**config.mk**
```make
export PLATFORM = sky130hd
export DESIGN_NAME = alu_exec_unit
export DESIGN_NICKNAME = d
export VERILOG_FILES = /design/src/rtl/riscv_defs.sv /design/src/rtl/alu_core.sv /design/src/rtl/alu_exec_unit.sv
export SDC_FILE = /design/constraint.sdc
export NUM_CORES = 1
export LEC_CHECK = 0
export CORE_ASPECT_RATIO = 1.1
export CORE_UTILIZATION = 40
export DETAILED_ROUTE_END_ITERATION = 10
export DONT_BUFFER_PORTS = 1
export PLACE_DENSITY = 0.55
export SLEW_MARGIN = 20
export SYNTH_ARGS = -nofsm -noshare
export SYNTH_HDL_FRONTEND = slang
export SYNTH_HIERARCHICAL = 1
export SYNTH_SLANG_ARGS = --single-unit
```
**constraint.sdc**
```tcl
create_clock -name clk_in -period 4.21 [get_ports clk_in]
set_input_delay 0.2105 -clock clk_in [delete_from_list [all_inputs] [get_ports clk_in]]
set_output_delay 0.2105 -clock clk_in [all_outputs]
set_load 0.02 [all_outputs]
```
**src/rtl/riscv_defs.sv**
```systemverilog
// Shared RV32I definitions: default widths, the ALU opcode encoding and boolean constants.
// Opcode 0 and any value not listed here are undefined ops.
package riscv_defs;
    localparam int XLEN_DEFAULT     = 32;
    localparam int OP_WIDTH_DEFAULT = 6;

    localparam logic TRUE  = 1'b1;
    localparam logic FALSE = 1'b0;

    localparam logic [OP_WIDTH_DEFAULT-1:0] OPENUM_ADD   = 6'd1;
    localparam logic [OP_WIDTH_DEFAULT-1:0] OPENUM_SUB   = 6'd2;
    localparam logic [OP_WIDTH_DEFAULT-1:0] OPENUM_AND   = 6'd3;
    localparam logic [OP_WIDTH_DEFAULT-1:0] OPENUM_OR    = 6'd4;
    localparam logic [OP_WIDTH_DEFAULT-1:0] OPENUM_XOR   = 6'd5;
    localparam logic [OP_WIDTH_DEFAULT-1:0] OPENUM_SLT   = 6'd6;
    localparam logic [OP_WIDTH_DEFAULT-1:0] OPENUM_SLTU  = 6'd7;
    localparam logic [OP_WIDTH_DEFAULT-1:0] OPENUM_SLL   = 6'd8;
    localparam logic [OP_WIDTH_DEFAULT-1:0] OPENUM_SRL   = 6'd9;
    localparam logic [OP_WIDTH_DEFAULT-1:0] OPENUM_SRA   = 6'd10;
    localparam logic [OP_WIDTH_DEFAULT-1:0] OPENUM_ADDI  = 6'd11;
    localparam logic [OP_WIDTH_DEFAULT-1:0] OPENUM_ANDI  = 6'd12;
    localparam logic [OP_WIDTH_DEFAULT-1:0] OPENUM_ORI   = 6'd13;
    localparam logic [OP_WIDTH_DEFAULT-1:0] OPENUM_XORI  = 6'd14;
    localparam logic [OP_WIDTH_DEFAULT-1:0] OPENUM_SLTI  = 6'd15;
    localparam logic [OP_WIDTH_DEFAULT-1:0] OPENUM_SLTIU = 6'd16;
    localparam logic [OP_WIDTH_DEFAULT-1:0] OPENUM_SLLI  = 6'd17;
    localparam logic [OP_WIDTH_DEFAULT-1:0] OPENUM_SRLI  = 6'd18;
    localparam logic [OP_WIDTH_DEFAULT-1:0] OPENUM_SRAI  = 6'd19;
    localparam logic [OP_WIDTH_DEFAULT-1:0] OPENUM_LUI   = 6'd20;
    localparam logic [OP_WIDTH_DEFAULT-1:0] OPENUM_AUIPC = 6'd21;
    localparam logic [OP_WIDTH_DEFAULT-1:0] OPENUM_BEQ   = 6'd22;
    localparam logic [OP_WIDTH_DEFAULT-1:0] OPENUM_BNE   = 6'd23;
    localparam logic [OP_WIDTH_DEFAULT-1:0] OPENUM_BLT   = 6'd24;
    localparam logic [OP_WIDTH_DEFAULT-1:0] OPENUM_BGE   = 6'd25;
    localparam logic [OP_WIDTH_DEFAULT-1:0] OPENUM_BLTU  = 6'd26;
    localparam logic [OP_WIDTH_DEFAULT-1:0] OPENUM_BGEU  = 6'd27;
    localparam logic [OP_WIDTH_DEFAULT-1:0] OPENUM_JAL   = 6'd28;
    localparam logic [OP_WIDTH_DEFAULT-1:0] OPENUM_JALR  = 6'd29;
endpackage

```
**src/rtl/alu_core.sv**
```systemverilog
// Combinational RV32I integer datapath: result value plus branch/jump resolution.
module alu_core
    import riscv_defs::*;
#(
    parameter int XLEN     = riscv_defs::XLEN_DEFAULT,
    parameter int OP_WIDTH = riscv_defs::OP_WIDTH_DEFAULT
) (
    input  logic [OP_WIDTH-1:0] op,
    input  logic [XLEN-1:0]     rs1,
    input  logic [XLEN-1:0]     rs2,
    input  logic [XLEN-1:0]     imm,
    input  logic [XLEN-1:0]     pc,
    output logic [XLEN-1:0]     result,
    output logic                taken,
    output logic [XLEN-1:0]     new_pc
);
    localparam int SHW = $clog2(XLEN);
    localparam logic [XLEN-1:0] FOUR = XLEN'(4);

    logic [SHW-1:0]  shamt_r, shamt_i;
    logic [XLEN-1:0] pc_plus4, pc_imm, rs1_imm, jump_tgt;
    logic            lt_s, lt_u, lt_si, lt_ui;

    assign shamt_r  = rs2[SHW-1:0];
    assign shamt_i  = imm[SHW-1:0];
    assign pc_plus4 = pc + FOUR;
    assign pc_imm   = pc + imm;
    assign rs1_imm  = rs1 + imm;
    assign lt_s     = $signed(rs1) < $signed(rs2);
    assign lt_u     = rs1 < rs2;
    assign lt_si    = $signed(rs1) < $signed(imm);
    assign lt_ui    = rs1 < imm;

    always_comb begin
        result   = '0;
        taken    = FALSE;
        jump_tgt = pc_imm;
        case (op)
            OPENUM_ADD:   result = rs1 + rs2;
            OPENUM_SUB:   result = rs1 - rs2;
            OPENUM_AND:   result = rs1 & rs2;
            OPENUM_OR:    result = rs1 | rs2;
            OPENUM_XOR:   result = rs1 ^ rs2;
            OPENUM_SLT:   result = {{(XLEN-1){1'b0}}, lt_s};
            OPENUM_SLTU:  result = {{(XLEN-1){1'b0}}, lt_u};
            OPENUM_SLL:   result = rs1 << shamt_r;
            OPENUM_SRL:   result = rs1 >> shamt_r;
            OPENUM_SRA:   result = $unsigned($signed(rs1) >>> shamt_r);
            OPENUM_ADDI:  result = rs1_imm;
            OPENUM_ANDI:  result = rs1 & imm;
            OPENUM_ORI:   result = rs1 | imm;
            OPENUM_XORI:  result = rs1 ^ imm;
            OPENUM_SLTI:  result = {{(XLEN-1){1'b0}}, lt_si};
            OPENUM_SLTIU: result = {{(XLEN-1){1'b0}}, lt_ui};
            OPENUM_SLLI:  result = rs1 << shamt_i;
            OPENUM_SRLI:  result = rs1 >> shamt_i;
            OPENUM_SRAI:  result = $unsigned($signed(rs1) >>> shamt_i);
            OPENUM_LUI:   result = imm;
            OPENUM_AUIPC: result = pc_imm;
            // Branches write no register; result stays 0
            OPENUM_BEQ:   taken = (rs1 == rs2);
            OPENUM_BNE:   taken = (rs1 != rs2);
            OPENUM_BLT:   taken = lt_s;
            OPENUM_BGE:   taken = ~lt_s;
            OPENUM_BLTU:  taken = lt_u;
            OPENUM_BGEU:  taken = ~lt_u;
            OPENUM_JAL: begin
                result = pc_plus4;
                taken  = TRUE;
            end
            OPENUM_JALR: begin
                result   = pc_plus4;
                taken    = TRUE;
                jump_tgt = {rs1_imm[XLEN-1:1], 1'b0};
            end
            default: ;
        endcase
        new_pc = taken ? jump_tgt : pc_plus4;
    end
endmodule

```
**src/rtl/alu_exec_unit.sv**
```systemverilog
// Integer execution unit: alu_core feeding an OUT_DEPTH-entry result queue towards the CDB.
// in_ready depends only on local occupancy, never on out_ready.
module alu_exec_unit
    import riscv_defs::*;
#(
    parameter int XLEN      = riscv_defs::XLEN_DEFAULT,
    parameter int TAG_WIDTH = 4,
    parameter int OP_WIDTH  = riscv_defs::OP_WIDTH_DEFAULT,
    parameter int OUT_DEPTH = 2
) (
    input  logic                 clk_in,
    input  logic                 rst_in,
    input  logic                 rdy_in,
    input  logic                 flush_in,
    input  logic                 in_valid,
    output logic                 in_ready,
    input  logic [OP_WIDTH-1:0]  in_op,
    input  logic [XLEN-1:0]      in_rs1,
    input  logic [XLEN-1:0]      in_rs2,
    input  logic [XLEN-1:0]      in_imm,
    input  logic [XLEN-1:0]      in_pc,
    input  logic [TAG_WIDTH-1:0] in_tag,
    output logic                 out_valid,
    input  logic                 out_ready,
    output logic [XLEN-1:0]      out_result,
    output logic [TAG_WIDTH-1:0] out_tag,
    output logic                 out_taken,
    output logic [XLEN-1:0]      out_new_pc
);
    localparam int PTR_W = $clog2(OUT_DEPTH);
    localparam int CNT_W = PTR_W + 1;
    localparam logic [CNT_W-1:0] DEPTH_C = CNT_W'(OUT_DEPTH);

    logic [XLEN-1:0] alu_result, alu_new_pc;
    logic            alu_taken;

    logic [PTR_W-1:0]     rd_ptr_q, rd_ptr_d, wr_ptr_q, wr_ptr_d;
    logic [CNT_W-1:0]     count_q, count_d;
    logic [XLEN-1:0]      res_q   [OUT_DEPTH];
    logic [XLEN-1:0]      res_d   [OUT_DEPTH];
    logic [XLEN-1:0]      npc_q   [OUT_DEPTH];
    logic [XLEN-1:0]      npc_d   [OUT_DEPTH];
    logic [TAG_WIDTH-1:0] tag_q   [OUT_DEPTH];
    logic [TAG_WIDTH-1:0] tag_d   [OUT_DEPTH];
    logic                 taken_q [OUT_DEPTH];
    logic                 taken_d [OUT_DEPTH];
    logic                 push, pop;

    alu_core #(
        .XLEN     (XLEN),
        .OP_WIDTH (OP_WIDTH)
    ) u_alu_core (
        .op     (in_op),
        .rs1    (in_rs1),
        .rs2    (in_rs2),
        .imm    (in_imm),
        .pc     (in_pc),
        .result (alu_result),
        .taken  (alu_taken),
        .new_pc (alu_new_pc)
    );

    assign in_ready   = rdy_in & ~rst_in & (count_q < DEPTH_C);
    assign out_valid  = rdy_in & (count_q != '0);
    assign out_result = res_q[rd_ptr_q];
    assign out_tag    = tag_q[rd_ptr_q];
    assign out_taken  = taken_q[rd_ptr_q];
    assign out_new_pc = npc_q[rd_ptr_q];

    assign push = in_valid & in_ready & ~flush_in;
    assign pop  = out_valid & out_ready & ~flush_in;

    always_comb begin
        rd_ptr_d = rd_ptr_q;
        wr_ptr_d = wr_ptr_q;
        count_d  = count_q;
        res_d    = res_q;
        npc_d    = npc_q;
        tag_d    = tag_q;
        taken_d  = taken_q;
        // Flush wins even with rdy_in low; stale payloads are left behind the pointers
        if (flush_in) begin
            rd_ptr_d = '0;
            wr_ptr_d = '0;
            count_d  = '0;
        end else begin
            if (push) begin
                res_d[wr_ptr_q]   = alu_result;
                npc_d[wr_ptr_q]   = alu_new_pc;
                tag_d[wr_ptr_q]   = in_tag;
                taken_d[wr_ptr_q] = alu_taken;
                wr_ptr_d          = wr_ptr_q + PTR_W'(1);
            end
            if (pop) begin
                rd_ptr_d = rd_ptr_q + PTR_W'(1);
            end
            case ({push, pop})
                2'b10:   count_d = count_q + CNT_W'(1);
                2'b01:   count_d = count_q - CNT_W'(1);
                default: count_d = count_q;
            endcase
        end
    end

    always_ff @(posedge clk_in or posedge rst_in) begin
        if (rst_in) begin
            rd_ptr_q <= '0;
            wr_ptr_q <= '0;
            count_q  <= '0;
            for (int i = 0; i < OUT_DEPTH; i++) begin
                res_q[i]   <= '0;
                npc_q[i]   <= '0;
                tag_q[i]   <= '0;
                taken_q[i] <= 1'b0;
            end
        end else begin
            rd_ptr_q <= rd_ptr_d;
            wr_ptr_q <= wr_ptr_d;
            count_q  <= count_d;
            res_q    <= res_d;
            npc_q    <= npc_d;
            tag_q    <= tag_d;
            taken_q  <= taken_d;
        end
    end
endmodule

```
==> flow_summary.ini <==
[run_status]
status = completed

[grt]
grt_use_total_pct = 43.4
grt_pass1_vias = 26000
grt_pass1_wl_mm = 192
gr-total-overflow = 0
antenna_found_initial = 10
grt_max_degree = 143

[floorplan]
io_pins = 215
start_util_pct = 40.5
core_area_um2 = 59700
die_x_um = 236
die_area_um2 = 61400
fp.dieH_um = 260
rows = 94

[sta]
period_needed_ns = 3.95
rsz0062_at_grt = false
setup_viol = 0
relSlewSlack_pct = 23.9
whs_ns = 0.0414
finalHoldViolCount = 0
slew_viol_final = 0
fmax_mhz = 253
finalClockSkew_ns = 0.0345
finalCritPeriodShare_pct = 93.8
tightestPinTransition_ns = 1.14
finalSetupTns_ns = 0

[clock_network]
h-tree-depth = 4
insertion_delay_ns = 0.51
clock_path_buffers = 2
cts_root_buf = clkbuf_16
cts_resized = 0
cts_made_buffers = 17
cts.sinks = 142
cts_tree = done
path_clk_slew_ns = 0.08

[detailed_routing]
wl_mm = 137
avgRoutedWirePerCell_um = 35.1
dr.pass1.iters = 6
viasPerCell = 7.00
drc = 0
vias = 27400
drt_iter0_drc = 3857
ant_nets = 0

[logic_synthesis]
synth_edf_count = 0
synthCells = 3096
synth.distinct_cells = 93
ys_seq_area_share_pct = 14.7
yosys_warnings = 6
ys_seq_elements = 142
synth_area_um2 = 24200
synth.avg_cell_area_um2 = 7.81
synth_ff_type = dfrtp_1
synth_fp_nets = 3402
ys_async_sr_fraction_pct = 100

[pwr]
p_switching_mw = 3.22
power.share.clock_pct = 25.0
max-vdd-ir-drop_uv = 296
power_frac_seq_pct = 24.4
p_leak_nw = 11.6
p_int_mw = 3.92
p_comb_share_pct = 50.6
powerDensity_nw_per_um2 = 266
switching_share_pct = 45.1

[hold_path]
hp-start = out_ready
hp-class = input pin to register

[critical_path]
cp_max_fo = 22
worstSetupEndpointType = register
crit_required_ns = 4.58
crit_type = input pin to register
critPathLaunch = in_op[3]
r2r-start = count_q[1]
arrival_ns = 4.31
cp-start-kind = input pin

[final_layout]
multi_input_area_um2 = 19300
seqCellArea_um2 = 3560
syn_to_final_growth_pct = 11.3
most-common-layout-cells = a21oi_1, nand2_1, buf_4
nFillCells = 6074
final_layout_size_suffix_gt1_share_pct = 19.4
layout_commonest_cell = a21oi_1
nets = 3443

[flow_run]
max_cap_violations = 0

[placed_design]
numPortBuffers = 0
dp_hpwl_mm = 109
place.gp.congestion = 1.10
==> worst paths after layout <==
path	end	slack, ns	depth (start not counted)
setup / recovery	res_q[31]	0.26	11
hold / removal	count_q[1]	0.04	3
min in group asynchronous	wr_ptr_q	0.46	3
hold reg to reg	res_q[16]	0.50	1
max in group asynchronous	npc_q[1]	3.12	3
setup reg to reg	npc_q[33]	1.96	5
==> sequential cells by signal, indices dropped and copies added, names as in the netlist <==
name and count:
npc_q 64, res_q 64, tag_q 8, count_q 2, taken_q 2, rd_ptr_q 1, wr_ptr_q 1
==> power groups by stage <==
stage	combinational (mW)	sequential (mW)	clock, mW
2_1_floorplan	2.41	1.72	0
3_3_place_gp	3.46	1.75	0
3_5_place_dp	3.48	1.77	0
4_1_cts	3.51	1.74	1.81
5_1_grt	3.78	1.77	1.86
6_report	3.62	1.74	1.79
==> synthesized netlist by cell type (all sizes together) (26+ instances only) <==
cell type | number | area share [%]
inv | 140 | 2.2
o211ai | 58 | 1.8
mux2 | 228 | 11
nand4 | 32 | 0.83
o22ai | 26 | 0.67
xnor2 | 92 | 3.3
nor3 | 100 | 2.1
nand2b | 30 | 0.78
nand3 | 103 | 2.1
dfrtp | 142 | 15
o21ai | 209 | 4.3
nand2 | 265 | 4.1
nor2 | 227 | 3.6
mux2i | 152 | 6.3
ha | 158 | 8.2
nor4 | 29 | 0.75
xor2 | 39 | 1.4
clkbuf | 176 | 2.7
a21o | 44 | 1.4
buf | 49 | 1.2
a211oi | 35 | 1.1
mux4 | 56 | 5.2
nor2b | 29 | 0.75
o21bai | 34 | 1.1
a21oi | 267 | 5.6
==> layer usage <==
metal | wire length [µm] | track usage (%) | vias up
met5 | 59 | 0 | -
met4 | 9260 | 26.3 | 8
met3 | 16200 | 13.1 | 413
met2 | 58700 | 65.7 | 1815
met1 | 53300 | 54.1 | 13500
li1 | - | - | 11700
==> critical path: stages <==
cell and delay, ns:
or4b_4 0.59, buf_4 0.19, o21ai_0 0.29, o21a_1 0.69, mux2i_1 0.29, mux2i_1 0.37, o211ai_1 0.12, or4_1 0.54
a31oi_1 0.47, nand4_1 0.23, mux2_2 0.31
==> repair_timing <==
item                      in CTS  in global routing
buffers inserted               0                  0
hold endpoints to repair     154                  0
hold buffers                   8                  0
==> metrics by stage <==
step / instances / area [µm²] / worst slack, ns / total power [mW] / util (%)
3_3_place_gp: 3878 / 26200 / 0.0322 / 5.21 / 43.8
6_report: 3921 / 26900 / 0.262 / 7.15 / 45.0
5_1_grt: 3918 / 26900 / 0.280 / 7.41 / 45.0
4_1_cts: 3918 / 26900 / 0.509 / 7.06 / 45.0
3_5_place_dp: 3878 / 26200 / 0.00662 / 5.25 / 43.8
2_1_floorplan: 3096 / 24200 / 0.190 / 4.13 / -
==> logic make-up (layout without fill, tap and decap cells) <==
| logic type | Yosys count | in the layout | synth area share (%) |
|---|---|---|---|
| flops | 142 | 142 | 14.7 |
| xor+xnor | 132 | 132 | 4.85 |
| simple gates | 920 | 920 | 18.3 |
| mux | 436 | 436 | 22.3 |
| compound gates | 937 | 937 | 25.2 |
| fa+ha+maj | 162 | 162 | 8.51 |
| buf+inv | 367 | 421 | 6.13 |
| other cells | 0 | 3 | 0 |
==> final cells by class <==
| type | instances | area share [%] |
|---|---|---|
| clock buffer | 18 | 1.63 |
| timing repair buffer | 247 | 7.20 |
| multi-input combinational | 2587 | 71.7 |
| sequential | 142 | 13.2 |
| antenna | 3 | 0.0279 |
| clock inverter | 14 | 0.702 |
| inverter | 142 | 2.00 |
| tap | 768 | 3.57 |
(Power assumes the default switching activity.)
